<file path="src/rtl/wbq_pkg.sv">
// Shared definitions for the write-back queue.
//   WBQ_DEPTH / WBQ_DATA_W / WBQ_ADDR_W : default queue geometry
//   ZERO_REG                            : architectural zero register index; writes
//                                         to it are dropped and it never forwards
//   wbq_cnt_w()                         : width of an occupancy counter for a depth
package wbq_pkg;

  localparam int unsigned WBQ_DEPTH  = 4;
  localparam int unsigned WBQ_DATA_W = 32;
  localparam int unsigned WBQ_ADDR_W = 5;
  localparam int unsigned ZERO_REG   = 0;

  // The counter must hold the value DEPTH itself, hence one bit more than the pointers.
  function automatic int unsigned wbq_cnt_w(input int unsigned depth);
    return $clog2(depth) + 1;
  endfunction

endpackage

</file>
<file path="src/rtl/wbq_forward.sv">
// Youngest-match forwarding search over the pending-write entries.
//   en_i          : lookup enable (low forces a miss)
//   lookup_reg_i  : register index being looked up
//   entry_reg_i   : entry register indices, element 0 = oldest, N-1 = youngest
//   entry_data_i  : entry data, same ordering
//   entry_vld_i   : entry occupied flags, same ordering
//   hit_o         : an occupied entry matches a non-zero lookup index
//   data_o        : data of the youngest matching entry, 0 on a miss
module wbq_forward
  import wbq_pkg::*;
#(
  parameter int unsigned N      = WBQ_DEPTH,
  parameter int unsigned DATA_W = WBQ_DATA_W,
  parameter int unsigned ADDR_W = WBQ_ADDR_W
) (
  input  logic                          en_i,
  input  logic [ADDR_W-1:0]             lookup_reg_i,
  input  logic [N-1:0][ADDR_W-1:0]      entry_reg_i,
  input  logic [N-1:0][DATA_W-1:0]      entry_data_i,
  input  logic [N-1:0]                  entry_vld_i,
  output logic                          hit_o,
  output logic [DATA_W-1:0]             data_o
);

  // Scanning oldest to youngest and letting each later match overwrite the
  // result gives the youngest match priority.
  always_comb begin
    hit_o  = 1'b0;
    data_o = '0;
    if (en_i && (lookup_reg_i != ADDR_W'(ZERO_REG))) begin
      for (int k = 0; k < int'(N); k++) begin
        if (entry_vld_i[k] && (entry_reg_i[k] == lookup_reg_i)) begin
          hit_o  = 1'b1;
          data_o = entry_data_i[k];
        end
      end
    end
  end

endmodule

</file>
<file path="src/rtl/write_back_queue.sv">
// Write-back queue: buffers register-file writes in FIFO order, drains one per
// cycle into the register-file write port, and forwards the newest pending value
// for two lookup indices.
//   CLK, Reset              : clock, synchronous active-high reset
//   InValid/InReady         : request handshake; InReg/InData carry the request
//   WbStall                 : write port busy, head is held
//   RegWre/WriteReg/WriteData : register-file write of the head entry
//   LookupReg1/2            : forwarding lookup indices
//   Hit1/2, FwdData1/2      : forwarding results
//   Count                   : number of occupied entries
//
// Handshake: a request transfers on the rising edge where InValid && InReady.
// InReady depends only on registered occupancy and Reset, never on InValid.
// Accepted requests targeting the zero register are consumed but not stored.
// The head is written (and popped) on the edge where RegWre is high.
module write_back_queue
  import wbq_pkg::*;
#(
  parameter  int unsigned DEPTH  = WBQ_DEPTH,
  parameter  int unsigned DATA_W = WBQ_DATA_W,
  parameter  int unsigned ADDR_W = WBQ_ADDR_W,
  localparam int unsigned PTR_W  = $clog2(DEPTH),
  localparam int unsigned CNT_W  = wbq_cnt_w(DEPTH)
) (
  input  logic              CLK,
  input  logic              Reset,
  input  logic              InValid,
  output logic              InReady,
  input  logic [ADDR_W-1:0] InReg,
  input  logic [DATA_W-1:0] InData,
  input  logic              WbStall,
  output logic              RegWre,
  output logic [ADDR_W-1:0] WriteReg,
  output logic [DATA_W-1:0] WriteData,
  input  logic [ADDR_W-1:0] LookupReg1,
  input  logic [ADDR_W-1:0] LookupReg2,
  output logic              Hit1,
  output logic              Hit2,
  output logic [DATA_W-1:0] FwdData1,
  output logic [DATA_W-1:0] FwdData2,
  output logic [CNT_W-1:0]  Count
);

  // Entry storage is deliberately not reset; occupancy alone decides visibility.
  logic [ADDR_W-1:0] reg_mem_q  [DEPTH];
  logic [DATA_W-1:0] data_mem_q [DEPTH];

  logic [PTR_W-1:0] rd_ptr_q, rd_ptr_d;
  logic [PTR_W-1:0] wr_ptr_q, wr_ptr_d;
  logic [CNT_W-1:0] count_q,  count_d;

  logic push;
  logic pop;

  assign InReady   = (count_q < CNT_W'(DEPTH)) && !Reset;
  assign push      = InValid && InReady && (InReg != ADDR_W'(ZERO_REG));
  assign RegWre    = (count_q != '0) && !WbStall && !Reset;
  assign pop       = RegWre;
  assign WriteReg  = reg_mem_q[rd_ptr_q];
  assign WriteData = data_mem_q[rd_ptr_q];
  assign Count     = count_q;

  // Pointers are exactly PTR_W bits wide, so DEPTH being a power of two makes
  // the natural overflow the modulo-DEPTH wrap.
  always_comb begin
    rd_ptr_d = rd_ptr_q;
    wr_ptr_d = wr_ptr_q;
    count_d  = count_q;
    if (pop)  rd_ptr_d = rd_ptr_q + PTR_W'(1);
    if (push) wr_ptr_d = wr_ptr_q + PTR_W'(1);
    case ({push, pop})
      2'b10:   count_d = count_q + CNT_W'(1);
      2'b01:   count_d = count_q - CNT_W'(1);
      default: count_d = count_q;
    endcase
  end

  always_ff @(posedge CLK) begin
    if (Reset) begin
      rd_ptr_q <= '0;
      wr_ptr_q <= '0;
      count_q  <= '0;
    end else begin
      rd_ptr_q <= rd_ptr_d;
      wr_ptr_q <= wr_ptr_d;
      count_q  <= count_d;
    end
  end

  // push is already false while Reset is high (InReady is gated).
  always_ff @(posedge CLK) begin
    if (push) begin
      reg_mem_q[wr_ptr_q]  <= InReg;
      data_mem_q[wr_ptr_q] <= InData;
    end
  end

  // Present the entries in age order (head first) so the search can use
  // position as age. The head stays occupied until the pop edge, so it is
  // still visible during its own write cycle; a request being accepted now is
  // not yet counted and so is not visible.
  logic [DEPTH-1:0][ADDR_W-1:0] ord_reg;
  logic [DEPTH-1:0][DATA_W-1:0] ord_data;
  logic [DEPTH-1:0]             ord_vld;

  always_comb begin
    for (int k = 0; k < int'(DEPTH); k++) begin
      ord_reg[k]  = reg_mem_q[rd_ptr_q + PTR_W'(k)];
      ord_data[k] = data_mem_q[rd_ptr_q + PTR_W'(k)];
      ord_vld[k]  = (CNT_W'(k) < count_q);
    end
  end

  wbq_forward #(
    .N      (DEPTH),
    .DATA_W (DATA_W),
    .ADDR_W (ADDR_W)
  ) u_fwd1 (
    .en_i         (!Reset),
    .lookup_reg_i (LookupReg1),
    .entry_reg_i  (ord_reg),
    .entry_data_i (ord_data),
    .entry_vld_i  (ord_vld),
    .hit_o        (Hit1),
    .data_o       (FwdData1)
  );

  wbq_forward #(
    .N      (DEPTH),
    .DATA_W (DATA_W),
    .ADDR_W (ADDR_W)
  ) u_fwd2 (
    .en_i         (!Reset),
    .lookup_reg_i (LookupReg2),
    .entry_reg_i  (ord_reg),
    .entry_data_i (ord_data),
    .entry_vld_i  (ord_vld),
    .hit_o        (Hit2),
    .data_o       (FwdData2)
  );

endmodule

</file>
<file path="config.mk">
export PLATFORM = sky130hd
export DESIGN_NAME = write_back_queue
export DESIGN_NICKNAME = d
export VERILOG_FILES = /design/src/rtl/wbq_pkg.sv /design/src/rtl/wbq_forward.sv /design/src/rtl/write_back_queue.sv
export SDC_FILE = /design/constraint.sdc
export NUM_CORES = 1
export LEC_CHECK = 0
export ABC_AREA = 0
export ABC_CLOCK_PERIOD_IN_PS = 5900
export CAP_MARGIN = 20
export CORE_ASPECT_RATIO = 1.4
export CORE_UTILIZATION = 23
export DETAILED_ROUTE_END_ITERATION = 7
export PLACE_DENSITY = 0.49
export SKIP_CTS_REPAIR_TIMING = 1
export SYNTH_ARGS = -nofsm -noshare
export SYNTH_HDL_FRONTEND = slang
export SYNTH_SLANG_ARGS = --single-unit
</file>
<file path="constraint.sdc">
create_clock -name CLK -period 5.9 [get_ports CLK]
set_input_delay 1.18 -clock CLK [delete_from_list [all_inputs] [get_ports CLK]]
set_output_delay 1.18 -clock CLK [all_outputs]
set_load 0.01 [all_outputs]
</file>
==> run_results.csv <==
group,metric,value,unit
die,dieWidth,187.8,um
sta,fin_crit_sh,0.9486,
grt,grt_max_degree,74,
sta,drv_slew,0,
worst_setup_path,critPathKind,"reg2out",
die,start_util,0.2350,
worst_setup_path,max_stage_delay,620,ps
worst_setup_path,cp.required,4720,ps
placed_design,place_area,13460,um2
sta,hold_viol_final,0,
power,powerDensity,226.8,nW/um2
worst_setup_path,r2r_slack,3080,ps
worst_setup_path,crit_fanout,25,
clocking,clkTransAtPathRegs,70,ps
worst_setup_path,end_kind,"output pin",
die,dieHeight,262.1,um
hold_path,hold_path.startpoint,"wr_ptr_q[1]",
clocking,clk_latency,440,ps
logic_synthesis,ys_types,43,
detailed_routing,vias,8338,
detailed_routing,drt_iter0_drc,457,
grt,grt_overflow,0,
worst_setup_path,worstPathArrival,4420,ps
sta,setup_viol,0,
clocking,cts_tree,"yes",
hold_path,worstHoldPathCells,2,
sta,tns,0,ps
final_layout,utilization,0.2965,
logic_synthesis,netlist_area,11110,um2
detailed_routing,antenna_left,0,
die,core-area,47280,um2
logic_synthesis,syn_inst,902,
clocking,cts_buffer_depth,2,
worst_setup_path,cp_slowest_cell,"dfxtp_4",
detailed_routing,vias_per_cell,5.017,
sta,slew_headroom,0.2532,
hold_path,worstHoldEndpoint,"wr_ptr_q[1]",
die,io_pins,159,
worst_setup_path,crit_buf_inv,3,
clocking,clock_sinks,157,
worst_setup_path,path_depth,10,
final_layout,layout-drive-gt1-share,0.2384,
sta,fmax,178.7,MHz
clocking,clockRootBuffer,"clkbuf_16",
sta,fin_crit,5597,ps
worst_setup_path,crit_path_frequent_cell,"buf_4",
final_layout,final_area,14020,um2
sta,grt_setup_unrepaired,"no",
logic_synthesis,synth-edff-count,148,
hold_path,worstHoldPathType,"reg2reg",
final_layout,stdcell_count,1662,
placed_design,place.gp.congestion,0.7874,
worst_setup_path,timing.rr.start,"Count[2]",
placed_design,port_buffers,158,
final_layout,fin_nets,1083,
placed_design,dp.cells,1627,
logic_synthesis,synth_area_per_cell,12.32,um2
power,peakVddDrop,0.1977,mV
clocking,htreeDepth,4,
worst_setup_path,startpoint,"rd_ptr_q[0]",
logic_synthesis,ys_warn_count,0,
logic_synthesis,synth-seq-cells,157,
die,rows,94,
detailed_routing,route.final.wire_length,36960,um
run,drv_cap,0,
worst_setup_path,worstSetupStartpointType,"flip-flop",
placed_design,hpwlAfterDp,25680,um
grt,grt_first_pass_wirelength,55240,um
worst_setup_path,path_delay_family,"buffers and inverters",
worst_setup_path,cp_cell_sequence,"buf_4 > mux4_2 > xnor2_1 > nand4_1 > nor3_4 > buf_4 > a41oi_1 > a221oi_1 > o21a_1 > clkdlybuf4s50_1",
status,status,"completed",
sta,worst_slew_pin_slew,1117,ps
sta,skew,11.14,ps
sta,holdWs,554.3,ps
final_layout,area_growth,26.19,%
worst_setup_path,r2r_cells,5,
grt,first_global_vias,8736,
logic_synthesis,ys_seq_area_frac,0.4162,
power,p_leak,4.180,nW
detailed_routing,wl_per_cell,22.24,um
clocking,cts_made_buffers,17,
worst_setup_path,reg2reg_to,"data_mem_q[3][27]",
detailed_routing,drt_pass1_iterations,5,
logic_synthesis,synth_ff_type,"edfxtp_1",
grt,antenna_found_initial,2,
grt,grt.total_usage,0.1513,
logic_synthesis,synthesis.nets,962,
logic_synthesis,async_flop_share,0,
detailed_routing,drc,0,
die,die_area,49200,um2
==> cells in the mapped netlist (7+ instances only) <==
cell      count  area [um2]
a211oi_1     32       240.2
a21oi_1      68       340.3
a221oi_1     12       105.1
a221oi_2     20       300.3
and3_1       31       193.9
buf_1        13       48.80
buf_2        22       110.1
buf_4         7       52.55
clkbuf_1     39       146.4
dfxtp_1       9       180.2
edfxtp_1    148        4444
ha_1          9       112.6
inv_1         8       30.03
mux2_2       64       720.7
mux2i_1      68       680.7
mux4_2       84        1892
nand2_1      69       259.0
nand4_1       7       43.79
nor2_1       43       161.4
o21ai_0      31       155.2
o21ai_1      30       150.1
xnor2_1      33       289.0
xor2_1       11       96.34
==> cell usage in the layout, fill, tap and decap left out, types with 7 or more instances in the layout <==
cell,count
a211oi_1,32
a21oi_1,67
a221oi_1,12
a221oi_2,20
and3_1,30
buf_12,9
buf_4,21
clkbuf_16,17
clkdlybuf4s50_1,158
edfxtp_1,148
ha_1,9
inv_1,8
mux2_2,64
mux2i_1,68
mux4_2,84
nand2_1,68
nand4_1,7
nor2_1,43
o21ai_0,31
o21ai_1,30
xnor2_1,33
xor2_1,11
==> area by class of cell <==
cell class,instances,area [um2]
inverters,9,33.78
multi-input cells,649,6085
fillers,4858,33260
flip-flops and latches,157,4637
diodes,2,5.005
clock buffers,19,432.9
clock inverters,13,100.1
repair buffers,189,1947
well taps,624,780.7
==> worst min-delay path, stage by stage (launching register included) <==
cell     delay (ps)
dfxtp_1         340
mux2i_1         130
nor2_1           50
==> worst max path at each step <==
| stage | slack (ps) | endpoint |
|---|---|---|
| after floorplan | 1830 | FwdData1[10] |
| after global placement | 380 | FwdData1[16] |
| after detailed placement | 420 | FwdData1[16] |
| after CTS | 250 | FwdData2[0] |
| after global routing | 70 | FwdData2[0] |
| final | 300 | FwdData2[0] |
==> logic make-up after synthesis <==
kind of cell | after synthesis | synth area share
buffers and inverters | 96 | 0.04133
flip-flops | 157 | 0.4162
adder cells (fa/ha/maj) | 9 | 0.01014
XOR/XNOR | 44 | 0.03468
AO/OA/AOI/OAI | 206 | 0.1262
multiplexers | 216 | 0.2964
AND/OR/NAND/NOR | 174 | 0.07500
==> routing by layer <==
metal	vias up	GRT usage	part of all wire
met5	-	0	0
met4	0	0.05804	0.025
met3	46	0.03072	0.042
met2	226	0.2762	0.53
met1	4243	0.1731	0.40
li1	3823	-	-
==> where the power goes <==
group	leakage [nW]	internal, mW	switching, mW
Combinational	2.51	0.431	0.423
Sequential	1.42	1.25	0.0517
Clock	0.251	0.572	0.449
==> sequential cells by signal, summed over array words and instances, names as in the netlist, named ones only <==
| register | cells |
|---|---|
| wr_ptr_q | 2 |
| reg_mem_q | 20 |
| data_mem_q | 128 |
| Count | 3 |
| rd_ptr_q | 2 |
==> per-stage QoR <==
step                power, mW  setup WS [ps]
global route            3.327          65.93
finish                  3.180          303.5
floorplan               1.883           1832
CTS                     3.218          249.9
global placement        2.186          383.8
detailed placement      2.189          424.7
No activity file was read; power rests on OpenSTA's default activity.
